### config.mk
export PLATFORM = sky130hd
export DESIGN_NAME = dfe_pam4_ntap_flat
export DESIGN_NICKNAME = d
export VERILOG_FILES = /design/src/rtl/dfe_pam4_ntap_if.sv /design/src/rtl/dfe_pam4_ntap.sv /design/src/flat_wrapper.sv
export SDC_FILE = /design/constraint.sdc
export NUM_CORES = 1
export LEC_CHECK = 0
export ABC_CLOCK_PERIOD_IN_PS = 20900
export CORE_ASPECT_RATIO = 1.4
export CORE_MARGIN = 2
export CORE_UTILIZATION = 50
export DETAILED_ROUTE_END_ITERATION = 6
export PLACE_DENSITY = 0.69
export SETUP_SLACK_MARGIN = 0.4
export SLEW_MARGIN = 0
export SYNTH_ARGS = -nofsm -noshare
export SYNTH_HDL_FRONTEND = slang
export SYNTH_SLANG_ARGS = --single-unit
### constraint.sdc
create_clock -name clk -period 20.9 [get_ports clk]
set_input_delay 4.18 -clock clk [delete_from_list [all_inputs] [get_ports clk]]
set_output_delay 4.18 -clock clk [all_outputs]
set_load 0.02 [all_outputs]
### src/rtl/dfe_pam4_ntap_if.sv
// Sample, training, coefficient-write and decision bundle for dfe_pam4_ntap.
// master drives samples and coefficient writes; slave is the equalizer.
interface dfe_pam4_ntap_if #(
    parameter int NUM_TAPS          = 4,
    parameter int SIGNAL_RESOLUTION = 8,
    parameter int COEFF_WIDTH       = 8
);
    localparam int AW = (NUM_TAPS > 1) ? $clog2(NUM_TAPS) : 1;
    localparam int W  = 2 * SIGNAL_RESOLUTION;

    logic signed [SIGNAL_RESOLUTION-1:0] signal_in;
    logic                                signal_in_valid;
    logic signed [SIGNAL_RESOLUTION-1:0] train_data;
    logic                                train_data_valid;
    logic                                coeff_wr_en;
    logic        [AW-1:0]                coeff_wr_addr;
    logic signed [COEFF_WIDTH-1:0]       coeff_wr_data;
    logic signed [W-1:0]                 signal_out;
    logic        [1:0]                   symbol_out;
    logic signed [W-1:0]                 error_out;
    logic                                signal_out_valid;
    logic                                locked;

    modport master (
        output signal_in, signal_in_valid,
        output train_data, train_data_valid,
        output coeff_wr_en, coeff_wr_addr, coeff_wr_data,
        input  signal_out, symbol_out, error_out,
        input  signal_out_valid, locked
    );

    modport slave (
        input  signal_in, signal_in_valid,
        input  train_data, train_data_valid,
        input  coeff_wr_en, coeff_wr_addr, coeff_wr_data,
        output signal_out, symbol_out, error_out,
        output signal_out_valid, locked
    );
endinterface

### src/rtl/dfe_pam4_ntap.sv
// PAM4 N-tap decision feedback equalizer with slicer and lock detector.
// Define DFE_LMS_ADAPT_EN to enable sign-sign LMS tap adaptation.
module dfe_pam4_ntap #(
    parameter int NUM_TAPS          = 4,
    parameter int SIGNAL_RESOLUTION = 8,
    parameter int COEFF_WIDTH       = 8,
    parameter int COEFF_FRAC        = 6,
    parameter int SYMBOL_SEPERATION = 56,
    parameter int LOCK_COUNT        = 16
) (
    input logic            clk,
    input logic            rst,
    dfe_pam4_ntap_if.slave bus
);
    localparam int SR    = SIGNAL_RESOLUTION;
    localparam int W     = 2 * SR;
    localparam int AW    = (NUM_TAPS > 1) ? $clog2(NUM_TAPS) : 1;
    localparam int ACC_W = COEFF_WIDTH + W + 4;
    localparam int CNT_W = $clog2(LOCK_COUNT + 1);

    localparam logic signed [W-1:0] S_L    = W'(SYMBOL_SEPERATION);
    localparam logic signed [W-1:0] LVL_HI = W'((3 * SYMBOL_SEPERATION) / 2);
    localparam logic signed [W-1:0] LVL_LO = W'(SYMBOL_SEPERATION / 2);
    localparam logic signed [W-1:0] Q_L    = W'(SYMBOL_SEPERATION / 4);

    localparam logic signed [ACC_W-1:0] EST_MAX =
        ACC_W'({1'b0, {(W-1){1'b1}}});
    localparam logic signed [ACC_W-1:0] EST_MIN = -EST_MAX - 1;

    localparam logic [CNT_W-1:0] CNT_MAX = CNT_W'(LOCK_COUNT);

    typedef enum logic {ACQ, LOCK} state_t;

    logic signed [W-1:0]           h_q    [NUM_TAPS];
    logic signed [COEFF_WIDTH-1:0] coef_q [NUM_TAPS];
    logic signed [COEFF_WIDTH-1:0] coef_d [NUM_TAPS];

    logic signed [ACC_W-1:0] prod [NUM_TAPS];
    logic signed [ACC_W-1:0] fb_sum;
    logic signed [ACC_W-1:0] est_full;
    logic signed [W-1:0]     est_c;
    logic signed [W-1:0]     lvl_c;
    logic        [1:0]       sym_c;
    logic signed [W:0]       err_full;
    logic signed [W-1:0]     err_c;
    logic                    good_c;
    logic signed [W-1:0]     h_in;

    state_t           state_q, state_d;
    logic [CNT_W-1:0] cnt_q, cnt_d;

    // Feedback sum over past decisions and saturated equalized estimate.
    always_comb begin
        fb_sum = '0;
        for (int k = 0; k < NUM_TAPS; k++) begin
            prod[k] = ACC_W'(coef_q[k]) * ACC_W'(h_q[k]);
            fb_sum  = fb_sum + (prod[k] >>> COEFF_FRAC);
        end
        est_full = ACC_W'(bus.signal_in) - fb_sum;
        if (est_full > EST_MAX) begin
            est_c = {1'b0, {(W-1){1'b1}}};
        end else if (est_full < EST_MIN) begin
            est_c = {1'b1, {(W-1){1'b0}}};
        end else begin
            est_c = est_full[W-1:0];
        end
    end

    // Four-level slicer; ties resolve upward.
    always_comb begin
        lvl_c = -LVL_HI;
        sym_c = 2'b00;
        unique case (1'b1)
            (est_c >= S_L): begin
                lvl_c = LVL_HI;
                sym_c = 2'b11;
            end
            (est_c >= 0 && est_c < S_L): begin
                lvl_c = LVL_LO;
                sym_c = 2'b10;
            end
            (est_c >= -S_L && est_c < 0): begin
                lvl_c = -LVL_LO;
                sym_c = 2'b01;
            end
            default: begin
                lvl_c = -LVL_HI;
                sym_c = 2'b00;
            end
        endcase
    end

    // Slicer error, saturated, and its lock-window test.
    always_comb begin
        err_full = {est_c[W-1], est_c} - {lvl_c[W-1], lvl_c};
        if (err_full[W] != err_full[W-1]) begin
            err_c = err_full[W] ? {1'b1, {(W-1){1'b0}}}
                                : {1'b0, {(W-1){1'b1}}};
        end else begin
            err_c = err_full[W-1:0];
        end
        good_c = (err_c < Q_L) && (err_c > -Q_L);
    end

    // Value entering the history: training level or own decision.
    always_comb begin
        h_in = bus.train_data_valid ? W'(bus.train_data) : lvl_c;
    end

`ifdef DFE_LMS_ADAPT_EN
    localparam logic signed [COEFF_WIDTH-1:0] C_MAX =
        {1'b0, {(COEFF_WIDTH-1){1'b1}}};
    localparam logic signed [COEFF_WIDTH-1:0] C_MIN =
        {1'b1, {(COEFF_WIDTH-1){1'b0}}};

    logic err_pos, err_neg;
    logic up [NUM_TAPS];
    logic dn [NUM_TAPS];

    // Sign-sign LMS step; an external write to a tap wins over it.
    always_comb begin
        err_pos = (err_c > 0);
        err_neg = (err_c < 0);
        for (int k = 0; k < NUM_TAPS; k++) begin
            up[k] = (err_pos && (h_q[k] > 0)) ||
                    (err_neg && (h_q[k] < 0));
            dn[k] = (err_pos && (h_q[k] < 0)) ||
                    (err_neg && (h_q[k] > 0));
            coef_d[k] = coef_q[k];
            if (bus.signal_in_valid) begin
                if (up[k] && coef_q[k] != C_MAX) begin
                    coef_d[k] = coef_q[k] + 1'b1;
                end else if (dn[k] && coef_q[k] != C_MIN) begin
                    coef_d[k] = coef_q[k] - 1'b1;
                end
            end
            if (bus.coeff_wr_en && bus.coeff_wr_addr == AW'(k)) begin
                coef_d[k] = bus.coeff_wr_data;
            end
        end
    end
`else
    // Taps change only through the write port.
    always_comb begin
        for (int k = 0; k < NUM_TAPS; k++) begin
            coef_d[k] = coef_q[k];
            if (bus.coeff_wr_en && bus.coeff_wr_addr == AW'(k)) begin
                coef_d[k] = bus.coeff_wr_data;
            end
        end
    end
`endif

    // Coefficient register; new value is seen from the next cycle.
    always_ff @(posedge clk) begin
        if (rst) begin
            for (int k = 0; k < NUM_TAPS; k++) begin
                coef_q[k] <= '0;
            end
        end else begin
            for (int k = 0; k < NUM_TAPS; k++) begin
                coef_q[k] <= coef_d[k];
            end
        end
    end

    // Decision history shifts only on valid samples.
    always_ff @(posedge clk) begin
        if (rst) begin
            for (int k = 0; k < NUM_TAPS; k++) begin
                h_q[k] <= '0;
            end
        end else if (bus.signal_in_valid) begin
            h_q[0] <= h_in;
            for (int k = 1; k < NUM_TAPS; k++) begin
                h_q[k] <= h_q[k-1];
            end
        end
    end

    // Output register: one result per valid sample, one cycle later.
    always_ff @(posedge clk) begin
        if (rst) begin
            bus.signal_out       <= '0;
            bus.symbol_out       <= 2'b00;
            bus.error_out        <= '0;
            bus.signal_out_valid <= 1'b0;
        end else if (bus.signal_in_valid) begin
            bus.signal_out       <= lvl_c;
            bus.symbol_out       <= sym_c;
            bus.error_out        <= err_c;
            bus.signal_out_valid <= 1'b1;
        end else begin
            bus.signal_out_valid <= 1'b0;
        end
    end

    // Lock FSM state and good-symbol counter.
    always_ff @(posedge clk) begin
        if (rst) begin
            state_q <= ACQ;
            cnt_q   <= '0;
        end else begin
            state_q <= state_d;
            cnt_q   <= cnt_d;
        end
    end

    // Lock FSM next state: count clean symbols, drop on any bad one.
    always_comb begin
        state_d = state_q;
        cnt_d   = cnt_q;
        if (bus.signal_in_valid) begin
            if (good_c) begin
                if (cnt_q != CNT_MAX) begin
                    cnt_d = cnt_q + 1'b1;
                end
                if (cnt_d == CNT_MAX) begin
                    state_d = LOCK;
                end
            end else begin
                cnt_d   = '0;
                state_d = ACQ;
            end
        end
    end

    assign bus.locked = (state_q == LOCK);
endmodule

### src/flat_wrapper.sv
// flat-port wrapper written by rule: the top's interface ports become plain ports
module dfe_pam4_ntap_flat 
#(
    parameter int NUM_TAPS          = 4,
    parameter int SIGNAL_RESOLUTION = 8,
    parameter int COEFF_WIDTH       = 8,
    parameter int COEFF_FRAC        = 6,
    parameter int SYMBOL_SEPERATION = 56,
    parameter int LOCK_COUNT        = 16
)
  (clk, rst, bus_signal_in, bus_signal_in_valid, bus_train_data, bus_train_data_valid, bus_coeff_wr_en, bus_coeff_wr_addr, bus_coeff_wr_data, bus_signal_out, bus_symbol_out, bus_error_out, bus_signal_out_valid, bus_locked);
  dfe_pam4_ntap_if #(.NUM_TAPS(NUM_TAPS), .SIGNAL_RESOLUTION(SIGNAL_RESOLUTION), .COEFF_WIDTH(COEFF_WIDTH)) bus_i ();
  input logic clk;
  input logic rst;
  input wire logic [$bits(bus_i.signal_in)-1:0] bus_signal_in;
  input wire logic [$bits(bus_i.signal_in_valid)-1:0] bus_signal_in_valid;
  input wire logic [$bits(bus_i.train_data)-1:0] bus_train_data;
  input wire logic [$bits(bus_i.train_data_valid)-1:0] bus_train_data_valid;
  input wire logic [$bits(bus_i.coeff_wr_en)-1:0] bus_coeff_wr_en;
  input wire logic [$bits(bus_i.coeff_wr_addr)-1:0] bus_coeff_wr_addr;
  input wire logic [$bits(bus_i.coeff_wr_data)-1:0] bus_coeff_wr_data;
  output wire logic [$bits(bus_i.signal_out)-1:0] bus_signal_out;
  output wire logic [$bits(bus_i.symbol_out)-1:0] bus_symbol_out;
  output wire logic [$bits(bus_i.error_out)-1:0] bus_error_out;
  output wire logic [$bits(bus_i.signal_out_valid)-1:0] bus_signal_out_valid;
  output wire logic [$bits(bus_i.locked)-1:0] bus_locked;
  assign bus_i.signal_in = bus_signal_in;
  assign bus_i.signal_in_valid = bus_signal_in_valid;
  assign bus_i.train_data = bus_train_data;
  assign bus_i.train_data_valid = bus_train_data_valid;
  assign bus_i.coeff_wr_en = bus_coeff_wr_en;
  assign bus_i.coeff_wr_addr = bus_coeff_wr_addr;
  assign bus_i.coeff_wr_data = bus_coeff_wr_data;
  assign bus_signal_out = bus_i.signal_out;
  assign bus_symbol_out = bus_i.symbol_out;
  assign bus_error_out = bus_i.error_out;
  assign bus_signal_out_valid = bus_i.signal_out_valid;
  assign bus_locked = bus_i.locked;
  dfe_pam4_ntap #(.NUM_TAPS(NUM_TAPS), .SIGNAL_RESOLUTION(SIGNAL_RESOLUTION), .COEFF_WIDTH(COEFF_WIDTH), .COEFF_FRAC(COEFF_FRAC), .SYMBOL_SEPERATION(SYMBOL_SEPERATION), .LOCK_COUNT(LOCK_COUNT)) u_core (.clk(clk), .rst(rst), .bus(bus_i));
endmodule
; Yosys cells after proc, flatten, opt, wreduce, memory -nomap -nowiden
; Memories as Yosys holds them, arrays and structs flattened.
; Index checks and enable logic that the tools add are counted.
[totals]
n_memories = 2
out_inout_bits = 36
word_cells = 82
mem_bits_rw = 96
in_bits = 31
reg_bits = 41
[memory_table]
columns = name, depth, width, rd, rd_clocked_by_memory_dff, wr, line
row1 = u_core.h_q, 4, 16, 4, 0, 4, dfe_pam4_ntap.sv:34  ; logic signed [W-1:0] h_q [NUM_TAPS];
row2 = u_core.coef_q, 4, 8, 4, 0, 4, dfe_pam4_ntap.sv:35  ; logic signed [COEFF_WIDTH-1:0] coef_q [NUM_TAPS];
[op_classes]
multipliers = 4
eq_ne = 7
add_sub_neg = 6
magnitude_cmp = 9
muxes = 31
n_reduce_logical = 9
bitwise_logic = 8
[op_table]
columns = op, count
row1 = 2-to-1 mux 16 bit, 9
row2 = multiplier 8 x 16 -> 24 bit, 4
row3 = 2-to-1 mux 8 bit, 8
row4 = case mux 16 bit (3 select lines), 1
row5 = ">= comparator 16 x 7 -> 1 bit, second input constant", 2
row6 = "> comparator 28 x 16 -> 1 bit, second input constant", 1
row7 = "< comparator 28 x 16 -> 1 bit, second input constant", 1
row8 = subtractor 8 x 28 -> 28 bit, 1
row9 = adder 20 x 18 -> 21 bit, 1
row10 = adder 19 x 18 -> 20 bit, 1
row11 = 2-to-1 mux 5 bit, 4
row12 = adder 18 x 18 -> 19 bit, 1
row13 = subtractor 16 x 16 -> 17 bit, 1
row14 = ">= comparator 16 x 1 -> 1 bit, second input constant", 1
row15 = "> comparator 16 x 5 -> 1 bit, second input constant", 1
row16 = "< comparator 16 x 1 -> 1 bit, second input constant", 1
row17 = "< comparator 16 x 5 -> 1 bit, second input constant", 1
row18 = "< comparator 16 x 7 -> 1 bit, second input constant", 1
row19 = 2-to-1 mux 1 bit, 8
row20 = OR 1 bit, 8
row21 = logical AND 1 bit, 7
row22 = case mux 2 bit (3 select lines), 1
row23 = "adder 5 x 1 -> 5 bit, second input constant", 1
row24 = "== test 5 bit, second input constant", 1
row25 = 7 further kinds, 8

; Logic depth before layout (Yosys ltp)
; Gate-level depths: netlist of run 1.
[logic_depth]
word_depth = 21
mapped_depth = 68
depth_no_buf = 66

; Least setup slack after synthesis of run 1
; No wires, ideal clock.
[synth_timing]
path_kind = register -> register
from = memory u_core.h_q[1][3] in the netlist's numbering
to = register u_core.cnt_q[4]
arrival_ps = 13573
path_stages_with_launch = 63
setup_time_ps = 128
slack_ps = 7199
synth_period_minus_slack_ps = 13701
required_time_ps = 20772
path_buffers = 1
cell_sequence = edfxtp_1 -> and2_1 -> fa_1 -> inv_1 -> fa_1 -> inv_1 -> fa_1 -> inv_1 -> fa_1 -> inv_1 -> ha_1 -> o21a_1 -> o21a_1 -> o21a_1 -> o21a_1 -> o21a_1 -> o21a_1 -> o21a_1 -> [27 not listed] -> nor3_1 -> a41oi_1 -> a31oi_1 -> inv_1 -> fa_1 -> a21oi_1 -> nor2_1 -> nor2_1 -> o21bai_1 -> and2_1 -> nand2_1 -> o311ai_0 -> o32ai_2 -> o21bai_1 -> or4_1 -> o311a_2 -> a32oi_1 -> nor2_1
[synth_rtl]
columns = item, line
row1 = from (decl), dfe_pam4_ntap.sv:34
row2 = to (signal assigned), dfe_pam4_ntap.sv:205  ; cnt_q <= cnt_d;
row3 = to (decl), dfe_pam4_ntap.sv:50  ; logic [CNT_W-1:0] cnt_q, cnt_d;

==> impl_metrics.csv, run 1 <==
group,metric,value,unit
clocking,cts.clk_slew.worst_paths,0.07,ns
yosys,ys_ff_latch,92,
flow_run,drv_cap,0,
setup_path,cp_num_buf_inv,5,
power,power_density,127,nW/um^2
timing,slew_viol_final,0,
timing,finalWorstSetupSlack,5.32,ns
setup_path,path_max_fanout,11,
clocking,cts_hold_buf,0,
finish,seq_area,2160,um^2
finish,instances_no_fill,2471,
setup_path,crit_path_end_kind,"flip-flop",
finish,syn_to_final_growth,7.02,%
finish,multi_input_area,14100,um^2
finish,drive_gt1_frac,0.0353,
timing,fin_skew,0.0111,ns
floorplanning,die-area,37300,um^2
yosys,async_flop_share,0,
placement,place_ws,5.42,ns
floorplanning,die_h,228,um
setup_path,crit_path_top_delay_cell,"a311oi_1",
finish,fin_nets,2489,
placement,port_buffers,64,
detailed_routing,drt-initial-drc-count,677,
floorplanning,core_area,35500,um^2
timing,timing.slew.headroom,0.242,
detailed_routing,drtPass1Iterations,5,
timing,timing.hold.ws,0.463,ns
global_routing,grt_pass1_vias,14400,
finish,final_area,19100,um^2
timing,min_period,15.58,ns
finish,nFillCells,3346,
clocking,insertion_delay,0.36,ns
worst_hold_path,hp-class,"reg -> reg",
finish,antenna_cells,0,
setup_path,crit_top_cell,"o21a_1",
detailed_routing,drt-wirelength-per-cell,17.0,um
setup_path,crit_start,"u_core.h_q[2][14]$_SDFFCE_PN0P_",
setup_path,critPathMaxStageDelay,0.94,ns
timing,tightest_slew,1.13,ns
yosys,syn_area_per_cell,9.05,um^2
detailed_routing,ant_nets,0,
clocking,cts.sinks,92,
power,power,2.44,mW
timing,setup_tns,0,ns
floorplanning,ios,67,
setup_path,critPathKind,"reg -> reg",
detailed_routing,vias_per_cell,5.42,
placement,post-place-cells,2455,
yosys,synth_top_area_share,0.308,
placement,dp_hpwl,36000,um
detailed_routing,drc,0,
yosys,synth.top_cells.by_area,"fa_1 31%, ha_1 13%, inv_1 7.7%, dfxtp_1 6.7%, and2_1 6.4%",
placement,placed_cell_area,18900,um^2
yosys,syn_area,17900,um^2
setup_path,worstReg2RegStart,"u_core.h_q[2][14]$_SDFFCE_PN0P_",
setup_path,arrival,15.87,ns
clocking,ctsHtreeMaxLevel,3,
finish,final_util,0.539,
setup_path,start_kind,"flip-flop",
clocking,cts_resized,0,
power,p_leak,9.80,nW
yosys,synth_edf_count,32,
global_routing,gr-total-overflow,0,
clocking,numCtsBuffers,9,
timing,rsz0062_at_grt,"false",
clocking,cts_buffer_depth,2,
detailed_routing,drt-total-wl,41900,um
global_routing,grt_first_pass_wirelength,72000,um
timing,hold_viol,0,
yosys,synth_cell_types,93,
placement,gp_congestion,0.959,
yosys,yosys.area.top_type,"fa_1",
floorplanning,fp-row-count,82,
yosys,dominantRegCellSynth,"dfxtp_1",
outcome,run_status,"finished, final reports clean",
clocking,tritoncts,"done",
floorplanning,start_util,0.504,
setup_path,worstPathRequired,21.18,ns
yosys,synthCells,1976,
global_routing,antenna_found_initial,0,
global_routing,grt_start_max_net_pins,55,
timing,final-setup-viol-count,0,
detailed_routing,vias,13400,
yosys,ys_seq_area_frac,0.121,
setup_path,cp_top_family,"compound AO/OA/AOI/OAI gates",
timing,fin_crit_sh,0.746,
floorplanning,die_w,164,um
clocking,postCtsSetupRepairBufs,0,
power,vdd.ir_drop.worst,0.000293,V
yosys,yosys_warnings,0,
clocking,root_buffer,"clkbuf_16",
global_routing,track_usage,0.242,
timing,max_freq,64.2,MHz
worst_hold_path,min-delay-start,"u_core.bus.error_out[14]$_SDFFE_PP0P_",
power breakdown:
group | internal [mW] | total [mW] | switching [mW] | leakage [nW]
logic | 0.793 | 2.04 | 1.25 | 8.82
registers | 0.210 | 0.239 | 0.0293 | 0.845
clock network | 0.0821 | 0.156 | 0.0744 | 0.138
sequential cells by signal (all words and copies together) (netlist names):
| register | cells |
|---|---|
| u_core.bus.error_out | 16 |
| u_core.bus.locked | 1 |
| u_core.bus.signal_out | 4 |
| u_core.bus.signal_out_valid | 1 |
| u_core.bus.symbol_out | 1 |
| u_core.cnt_q | 5 |
| u_core.coef_q | 32 |
| u_core.h_q | 32 |
cell type report:
cell class,instances,share of cell area
Timing Repair Buffer,69,0.0352
Tap cell,462,0.0302
Clock inverter,6,0.00242
Multi-Input combinational cell,1466,0.736
Clock buffer,10,0.0120
Sequential cell,92,0.113
Inverter,366,0.0718
synthesized netlist by cell type (20+ instances only):
| master | n |
|---|---|
| nand2_1 | 139 |
| nor2b_1 | 28 |
| edfxtp_1 | 32 |
| inv_1 | 365 |
| nor3_1 | 36 |
| mux2i_1 | 36 |
| a21o_1 | 36 |
| o21ai_0 | 27 |
| clkbuf_1 | 29 |
| fa_1 | 275 |
| ha_1 | 179 |
| nand2b_1 | 23 |
| xnor2_1 | 41 |
| and2_1 | 184 |
| xor2_1 | 27 |
| nor2_1 | 113 |
| dfxtp_1 | 60 |
| o21a_1 | 27 |
| nand3_1 | 20 |
| a21oi_1 | 66 |
metal layers:
layer  global-route usage  wire length, um
met5                    0                0
met4                0.106             2100
met3               0.0178             1200
met2                0.442            22300
met1                0.287            16300
cells in the final DEF, fill, tap and decap left out, drive strengths merged, types with 32 or more instances in the layout:
master | netlist | routed
and2 | 185 | 185
ha | 179 | 179
xnor2 | 41 | 41
nand2 | 139 | 139
dfxtp | 60 | 60
o21ai | 36 | 36
clkdlybuf4s50 | 0 | 63
fa | 275 | 275
mux2i | 36 | 36
a21oi | 71 | 71
a21o | 36 | 36
edfxtp | 32 | 32
nor3 | 39 | 39
inv | 365 | 369
nor2 | 115 | 115
tightest hold or removal path, delay by kind of cell, from the launching register on:
kind	cells	cell delay (ns)
flip-flops	1	0.31
AO/OA/AOI/OAI	1	0.05
AND/OR/NAND/NOR	1	0.06
path summary, 6_finish.rpt:
kind | to | slack, ns | depth (start not counted)
max | u_core.cnt_q[3]$_SDFFE_PP0P_ | 5.32 | 62
min | u_core.bus.error_out[14]$_SDFFE_PP0P_ | 0.46 | 2
max reg2reg | u_core.cnt_q[3]$_SDFFE_PP0P_ | 5.32 | 62
min reg2reg | u_core.bus.error_out[14]$_SDFFE_PP0P_ | 0.46 | 2
kinds of logic (layout without fill, tap and decap cells):
family	after synthesis	after routing	synth area share
buffers and inverters	419	451	0.0921
XOR/XNOR	68	68	0.0333
multiplexers	43	43	0.0248
AND/OR/NAND/NOR	620	620	0.182
flip-flops	92	92	0.121
AO/OA/AOI/OAI	268	268	0.108
adder cells (fa/ha/maj)	465	465	0.439
other	1	2	0.000210
No activity file was read; power rests on OpenSTA's default activity.
==> inputs of run 2 (changes only) <==
- ABC_CLOCK_PERIOD_IN_PS: 20900 -> 13550
- PLACE_DENSITY: 0.69 -> 0.72
- clock period: 20.9 -> 13.55 ns (I/O delays scaled with it)
==> impl_metrics.csv, run 2 (synthesis results as in run 1) <==
group,metric,value,unit
power,vdd.ir_drop.worst,0.000645,V
worst_hold_path,hp-class,"reg -> reg",
worst_hold_path,worstHoldEndpoint,"u_core.bus.error_out[14]$_SDFFE_PP0P_",
setup_path,arrival,14.00,ns
clocking,cts.sinks,92,
finish,instances_no_fill,2613,
detailed_routing,drc,0,
floorplanning,die_h,228,um
floorplanning,die_w,164,um
detailed_routing,vias_per_cell,5.41,
floorplanning,fp-row-count,82,
power,power_density,225,nW/um^2
global_routing,grt_first_pass_wirelength,75200,um
outcome,failed_checks,"negative setup slack",
finish,nFillCells,3064,
detailed_routing,vias,14100,
detailed_routing,ant_nets,0,
global_routing,gr-total-overflow,0,
clocking,cts.clk_slew.worst_paths,0.08,ns
setup_path,rrSetupSlack,-0.15,ns
setup_path,r2r_end,"u_core.cnt_q[3]$_SDFFE_PP0P_",
finish,seq_area,2170,um^2
flow_run,drv_cap,0,
global_routing,grt_pass1_vias,15300,
floorplanning,die-area,37300,um^2
timing,fin_skew,0.0158,ns
timing,final-setup-viol-count,7,
clocking,tritoncts,"done",
finish,drive_gt1_frac,0.159,
placement,port_buffers,64,
placement,dp_hpwl,36700,um
detailed_routing,drtPass1Iterations,5,
placement,gp_congestion,0.939,
setup_path,crit_path_top_delay_cell,"fa_1",
detailed_routing,drt-total-wl,44800,um
floorplanning,ios,67,
timing,fin_crit_sh,1.01,
finish,final_cell_mix,"347 x inv_1, 271 x fa_1, 170 x and2_1, 163 x ha_1, 135 x buf_4",
timing,finalWorstSetupSlack,-0.152,ns
floorplanning,start_util,0.504,
timing,min_period,13.70,ns
timing,rsz0062_at_grt,"true",
setup_path,worstReg2RegStart,"u_core.h_q[1][4]$_SDFFCE_PN0P_",
finish,final_util,0.591,
setup_path,start_kind,"flip-flop",
clocking,ctsHtreeMaxLevel,3,
setup_path,path_max_fanout,7,
clocking,cts_buffer_depth,2,
power,p_leak,10.7,nW
finish,fin_nets,2631,
global_routing,antenna_found_initial,0,
setup_path,crit_top_cell,"buf_4",
setup_path,critPathKind,"reg -> reg",
global_routing,grt_start_max_net_pins,55,
detailed_routing,drt-wirelength-per-cell,17.2,um
setup_path,cp.depth,67,
placement,post-place-cells,2515,
setup_path,crit_path_end_kind,"flip-flop",
setup_path,cp_num_buf_inv,19,
timing,timing.slew.headroom,0.478,
placement,place_ws,-0.247,ns
timing,max_freq,73.0,MHz
timing,slew_viol_final,0,
clocking,insertion_delay,0.37,ns
worst_hold_path,holdPathStages,2,
detailed_routing,drt-initial-drc-count,729,
timing,tightest_slew,0.777,ns
timing,hold_viol,0,
finish,syn_to_final_growth,17.4,%
finish,reg_top3,"u_core.coef_q (32), u_core.h_q (32), u_core.bus.error_out (16)",
clocking,cts_hold_buf,0,
setup_path,critPathMaxStageDelay,0.56,ns
clocking,numCtsBuffers,9,
setup_path,r2r_cells,67,
floorplanning,core_area,35500,um^2
worst_hold_path,min-delay-start,"u_core.bus.error_out[14]$_SDFFE_PP0P_",
clocking,root_buffer,"clkbuf_16",
finish,multi_input_area,14800,um^2
setup_path,cp_top_family,"compound AO/OA/AOI/OAI gates",
setup_path,worstPathRequired,13.85,ns
finish,antenna_cells,0,
finish,mostFrequentLayoutCell,"inv_1",
global_routing,track_usage,0.252,
outcome,run_status,"complete, but fails checks",
## run 2: cell type report
type / count / area share
multi-input cells: 1466 / 0.704
flip-flops and latches: 92 / 0.104
repair buffers: 211 / 0.0850
inverters: 366 / 0.0656
well taps: 462 / 0.0275
clock buffers: 9 / 0.0107
clock inverters: 7 / 0.00399
## run 2: power breakdown
part           switching (mW)  internal, mW
sequential             0.0389         0.323
combinational            2.26          1.82
clock                   0.133         0.134
## run 2: repair_timing
item                       CTS  global route
pin swaps                   87            85
resized for setup           67            83
setup endpoints to repair   20            22
gates cloned                 0             0
setup buffers               50            32
## run 2: worst max-delay path by stage
stage	start	end	slack [ns]
final	u_core.h_q[1][4]$_SDFFCE_PN0P_	u_core.cnt_q[3]$_SDFFE_PP0P_	-0.15
after global routing	u_core.h_q[1][3]$_SDFFCE_PN0P_	u_core.cnt_q[3]$_SDFFE_PP0P_	-0.89
after CTS	u_core.h_q[2][3]$_SDFFCE_PN0P_	u_core.cnt_q[3]$_SDFFE_PP0P_	0.25
after detailed placement	u_core.h_q[2][2]$_SDFFCE_PN0P_	u_core.cnt_q[3]$_SDFFE_PP0P_	-0.25
after global placement	u_core.h_q[2][2]$_SDFFCE_PN0P_	u_core.cnt_q[3]$_SDFFE_PP0P_	0.04
after floorplan	u_core.h_q[1][3]$_SDFFCE_PN0P_	u_core.cnt_q[4]$_SDFFE_PP0P_	0.44
## run 2: worst reg2reg max path: cells and delay by family (launching register included)
kind / cells / cell delay (ns)
xor gates and xnor gates: 3 / 0.43
AOI/OAI and AO/OA: 22 / 4.46
and+or+nand+nor: 13 / 2.25
buffers and inverters: 19 / 1.97
adders and majority gates: 10 / 4.13
DFF: 1 / 0.45
## run 2: through the flow
stage | setup TNS, ns | hold WS, ns | power (mW) | area, um^2
after floorplan | 0 | 0.496 | 2.82 | 18000
after global placement | 0 | 0.450 | 3.65 | 19400
after detailed placement | -1.38 | 0.458 | 3.69 | 19400
after CTS | 0 | 0.471 | 4.31 | 20400
after global routing | -11.58 | 0.479 | 5.08 | 21000
final | -0.690 | 0.471 | 4.72 | 21000
## run 2: layer usage
layer,share of wire,track usage,vias up
li1,-,-,6689
met4,0.062,0.137,0
met2,0.52,0.454,316
met3,0.030,0.0180,126
met1,0.38,0.295,7017
met5,0,0,-
==> RTL edit 1, RTL diff (config.mk and constraints of run 1) <==
The option `DFE_LMS_ADAPT_EN` is turned on by a define.
--- a/src/rtl/dfe_pam4_ntap.sv
+++ b/src/rtl/dfe_pam4_ntap.sv
@@ -2,2 +2,4 @@
 // Define DFE_LMS_ADAPT_EN to enable sign-sign LMS tap adaptation.
+`define DFE_LMS_ADAPT_EN
+
 module dfe_pam4_ntap #(
Formal check against the unedited RTL: not equivalent (Yosys sat finds a counterexample within 4 cycles, from zero or initial values and one cycle with rst high).
==> RTL edit 1 against run 1 <==
Routed wire length grew 21%; cell area grew 12%; sequential cell count is the same; setup slack lost 3.6 ns; critical endpoint is now u_core.coef_q[0][7]$_SDFFE_PP0P_; synthesized area grew 13%; die area grew 12%; final cell count grew 15%.
Power is not shown: default switching activity piles up to over one toggle a cycle in this logic, so the estimate is an artifact.
==> RTL edit 1: results (changes against run 1) <==
status: finished, final reports clean
Synth top cells by count: 384 x inv_1, 279 x fa_1, 204 x ha_1
Final Non-Filler Cells: 2,844 (+15%)
Skew-Pair Late Insertion Delay: 0.36 ns (about the same)
H-tree Lvls: 3 (unchanged)
EDFF count, synth: 32 (unchanged)
CP max FO: 22 (+11)
CTS Buffer Depth: 2 (unchanged)
asr flop ratio synth: 0% (unchanged)
fraction of layout instances using a drive strength above 1: 3.55% (+0.016 points)
CTS clk-pin slew, worst paths: 0.08 ns
Synth area leaders: fa_1 28%, ha_1 13%, inv_1 7.2%
Worst Hold Depth: 2 (unchanged)
pre-CTS setup slack: 1.18 ns (-4.24 ns)
final net count: 2,819 (+13%)
first-pass GRT wire length: 84,000 um (+17%)
Max Clock Skew: 0.0137 ns (+0.00264 ns)
1st-pass router iterations: 5 (unchanged)
sequential area share after synthesis: 10.7% (-1.3 points)
Synth Flop Type: dfxtp_1
multiplexer share of the synthesized area: 1.93% (-0.55 points)
Netlist cell types: 91 (-2.2%)
initial antenna violation count: 0 (unchanged)
post-synthesis adder-cell area fraction: 40.4% (-3.5 points)
WP data arrival: 19.43 ns (+3.56 ns)
Synth Instances: 2,318 (+17%)
placed inst area: 0.0211 mm^2 (+12%)
dpl hpwl: 42,800 um (+19%)
worst-case headroom to the max-slew limit: 23.3% (-0.94 points)
All-Layer GR Usage: 24.7% (+0.58 points)
flop2flop setup slack: 1.76 ns (-3.56 ns)
fmax: 52.2 MHz (-19%)
worst hold path type: flop to flop
via count: 16,200 (+21%)
number of buffers created by CTS: 9 (unchanged)
Worst R2R Path Depth: 73 (+18%)
ant diodes: 0 (unchanged)
Top Registers: u_core.coef_q: 32 flops, u_core.h_q: 32 flops, u_core.bus.error_out: 16 flops
hold endpoint: u_core.bus.error_out[12]$_SDFFE_PP0P_
post-synthesis compound-gate area fraction: 14.5% (+3.7 points)
r2r startpoint: u_core.coef_q[3][3]$_SDFFE_PP0P_
pin count of the biggest net entering global routing: 55 (unchanged)
final wirelength: 50,700 um (+21%)
Worst Hold Launch: u_core.bus.error_out[12]$_SDFFE_PP0P_
worst hold margin: 0.464 ns (+0.00163 ns)
Iter 0 DRT Violations: 789 (+17%)
Synth Warn #: 0 (unchanged)
Root Driver: clkbuf_16
terminus of the critical flop-to-flop path: u_core.coef_q[0][7]$_SDFFE_PP0P_
IO Port Bufs: 64 (unchanged)
Slowest-stage cell, CP: dfxtp_1
number of global-route vias before repair: 17,200 (+20%)
Placer Congestion: 0.948 (-1.2%)
CP max stage delay: 0.64 ns (-0.30 ns)
XOR/XNOR Fraction of Synth Area: 3.61% (+0.28 points)
[RTL edit 1: cell count changes after synthesis, moves of 18 or more]
cell / change
clkbuf_1: +51
a211oi_1: +36
o21ai_0: +34
ha_1: +25
inv_1: +19
nor4_1: +18
[RTL edit 1: how the worst max path moves through the flow]
stage / end / start / depth (start not counted)
global placement: u_core.coef_q[3][7]$_SDFFE_PP0P_ / u_core.h_q[1][3]$_SDFFCE_PN0P_ / 73
CTS: u_core.coef_q[0][7]$_SDFFE_PP0P_ / u_core.coef_q[3][3]$_SDFFE_PP0P_ / 74
floorplan: u_core.coef_q[0][7]$_SDFFE_PP0P_ / u_core.coef_q[1][0]$_SDFFE_PP0P_ / 77
global route: u_core.coef_q[2][7]$_SDFFE_PP0P_ / u_core.coef_q[3][2]$_SDFFE_PP0P_ / 75
finish: u_core.coef_q[0][7]$_SDFFE_PP0P_ / u_core.coef_q[3][3]$_SDFFE_PP0P_ / 73
detailed placement: u_core.coef_q[0][7]$_SDFFE_PP0P_ / u_core.coef_q[3][3]$_SDFFE_PP0P_ / 74
[RTL edit 1: cells by family (layout without fill, tap and decap cells)]
kind of cell / after synthesis / count (layout)
and+or+nand+nor: 719 / 719
buffers and inverters: 491 / 482
adders and majority gates: 483 / 483
AOI/OAI and AO/OA: 411 / 411
DFF: 92 / 92
xor gates and xnor gates: 83 / 83
muxes: 38 / 38
other: 1 / 2
[RTL edit 1: repair_timing]
action	4_1_cts	5_1_grt
setup buffers	0	1
hold buffers	0	0
setup endpoints to repair	0	8
gates resized for setup	0	5
[RTL edit 1: layout make-up]
type | instances | area, um^2
clock inverters | 6 | 47.5
fillers | 3820 | 18700
flip-flops and latches | 92 | 2160
well taps | 534 | 668
multi-input cells | 1736 | 16100
clock buffers | 10 | 229
inverters | 385 | 1450
repair buffers | 81 | 763
[RTL edit 1: routing by layer]
layer | track usage [%] | part of all wire [%] | wire length, um | up-vias
met5 | 0 | 0 | 0 | -
met1 | 27.6 | 38 | 19100 | 7980
li1 | - | - | - | 7663
met4 | 9.78 | 4.0 | 2020 | 0
met2 | 48.6 | 55 | 28000 | 407
met3 | 1.96 | 3.2 | 1610 | 141
[RTL edit 1: critical path: cells and delay by family, from the launching register on]
kind | cells | cell delay (ns)
buffers and inverters | 5 | 0.72
flip-flops | 1 | 0.64
XOR/XNOR | 1 | 0.14
AO/OA/AOI/OAI | 35 | 7.97
adder cells (fa/ha/maj) | 12 | 5.07
multiplexers | 1 | 0.21
AND/OR/NAND/NOR | 19 | 4.27
==> RTL edit 2, RTL diff (settings of run 1) <==
Without the edit above. Reset style: asynchronous (`rst`), changed in 4 clocked blocks.
--- a/src/rtl/dfe_pam4_ntap.sv
+++ b/src/rtl/dfe_pam4_ntap.sv
@@ -154,3 +154,3 @@
     // Coefficient register; new value is seen from the next cycle.
-    always_ff @(posedge clk) begin
+    always_ff @(posedge clk or posedge rst) begin
         if (rst) begin
@@ -167,3 +167,3 @@
     // Decision history shifts only on valid samples.
-    always_ff @(posedge clk) begin
+    always_ff @(posedge clk or posedge rst) begin
         if (rst) begin
@@ -181,3 +181,3 @@
     // Output register: one result per valid sample, one cycle later.
-    always_ff @(posedge clk) begin
+    always_ff @(posedge clk or posedge rst) begin
         if (rst) begin
@@ -198,3 +198,3 @@
     // Lock FSM state and good-symbol counter.
-    always_ff @(posedge clk) begin
+    always_ff @(posedge clk or posedge rst) begin
         if (rst) begin
Function: changed (a bounded check fails within 4 cycles, from zero or initial values and one cycle with rst high; the reset may be asserted at any time).
==> RTL edit 2 against run 1 <==
Synthesized area decreased by 0.48%; setup slack improved by 0.93 ns; sequential cell count unchanged; count of clock-buffer cells in the layout decreased by 1; synthesized cell count decreased by 4.8%; die area decreased by 0.46%; clock skew about the same; global-route usage decreased by 1.6 points; routed wire length decreased by 7.4%; cell area decreased by 0.22%.
Power is left out: the tool's default activity adds up to more than one toggle a clock period on the data nets, which glitch-free logic cannot reach.
==> RTL edit 2: results (changes against run 1) <==
Worst R2R Path Depth: 59 (-4.8%)
Post-CTS Hold Fix Bufs: 0 (unchanged)
Iter 0 DRT Violations: 643 (-5.0%)
fraction of layout instances using a drive strength above 1: 6.62% (+3.1 points)
Placer Congestion: 0.915 (-4.6%)
Slowest-stage cell, CP: fa_1
fillers: 3,165 (-5.4%)
1st-pass router iterations: 4 (-1)
Synth Warn #: 0 (unchanged)
dpl hpwl: 33,000 um (-8.3%)
number of buffers created by CTS: 9 (unchanged)
pin count of the biggest net entering global routing: 81 (+47%)
postcts setup bufs: 0 (unchanged)
initial antenna violation count: 0 (unchanged)
Synth Flop Type: dfrtp_1
vias per cell: 5.35 (-1.2%)
number of global-route vias before repair: 13,900 (-3.5%)
All-Layer GR Usage: 22.6% (-1.6 points)
Netlist cell types: 87 (-6.5%)
status: finished, final reports clean
Skew-Pair Late Insertion Delay: 0.37 ns
post-CTS sizing: 0 (unchanged)
Max Clock Skew: 0.0113 ns (+0.000258 ns)
Worst Setup SP: u_core.h_q[32]$_DFFE_PP0P_
CTS Buffer Depth: 2 (unchanged)
asr flop ratio synth: 100% (+100 points)
sequential area share after synthesis: 12.9% (+0.84 points)
worst-case headroom to the max-slew limit: 36.8% (+13 points)
CP max FO: 11 (unchanged)
Root Driver: clkbuf_16
Top Registers: u_core.coef_q: 32 flops, u_core.h_q: 32 flops, u_core.bus.error_out: 16 flops
H-tree Lvls: 3 (unchanged)
Synth area leaders: fa_1 31%, dfrtp_1 13%, ha_1 12%
worst hold path type: flop to flop
CTS clk-pin slew, worst paths: 0.08 ns
ant diodes: 0 (unchanged)
first-pass GRT wire length: 66,800 um (-7.2%)
Routed wire per std cell: 16.3 um (-3.6%)
CP max stage delay: 0.53 ns (-0.41 ns)
Worst Hold Depth: 1 (-1)
final net count: 2,394 (-3.8%)
delay-heaviest family, CP: compound AO/OA/AOI/OAI gates
Worst Hold Launch: u_core.bus.signal_out[2]$_DFFE_PP0P_
IO Port Bufs: 64 (unchanged)
Synth top cells by count: 397 x inv_1, 275 x fa_1, 175 x ha_1
RTL edit 2: layout make-up:
| cell class | count | area, um^2 | area share, % |
|---|---|---|---|
| multi-input cells | 1343 | 13800 | 72.0 |
| flip-flops and latches | 92 | 2300 | 12.1 |
| inverters | 399 | 1500 | 7.85 |
| repair buffers | 68 | 666 | 3.48 |
| well taps | 456 | 571 | 2.99 |
| clock buffers | 9 | 225 | 1.18 |
| clock inverters | 7 | 86.3 | 0.452 |
RTL edit 2: logic make-up after synthesis:
family                     count (synthesis)  synth area share [%]
DFF                                       92                  12.9
and+or+nand+nor                          451                  14.0
AOI/OAI and AO/OA                        273                  10.7
xor gates and xnor gates                  94                  4.62
buffers and inverters                    447                  9.84
muxes                                     71                  4.48
other                                      1                0.0211
adders and majority gates                452                  43.3
RTL edit 2: metrics by stage:
stage	cell area [um^2]	hold WS, ns	cells	setup slack (ns)	util, %
2_1_floorplan	17800	0.511	1882	7.70	-
3_3_place_gp	18800	0.452	2358	6.67	53.6
3_5_place_dp	18800	0.453	2358	6.27	53.6
4_1_cts	19100	0.476	2374	6.20	54.5
5_1_grt	19100	0.507	2374	5.01	54.5
6_report	19100	0.473	2374	6.24	54.5
RTL edit 2: layer usage:
layer	track usage, %	share of wire [%]
met5	0	0
met4	9.05	3.9
met3	1.64	2.1
met2	42.2	54
met1	26.9	40
RTL edit 2: worst paths after layout:
path,slack (ns),endpoint
max in group asynchronous,15.60,u_core.coef_q[1]$_DFFE_PP0P_
setup reg to reg,6.24,u_core.cnt_q[0]$_DFFE_PP0P_
min in group asynchronous,4.18,u_core.h_q[48]$_DFFE_PP0P_
setup / recovery,6.24,u_core.cnt_q[0]$_DFFE_PP0P_
hold / removal,0.47,u_core.bus.signal_out[2]$_DFFE_PP0P_
hold reg to reg,0.47,u_core.bus.signal_out[2]$_DFFE_PP0P_
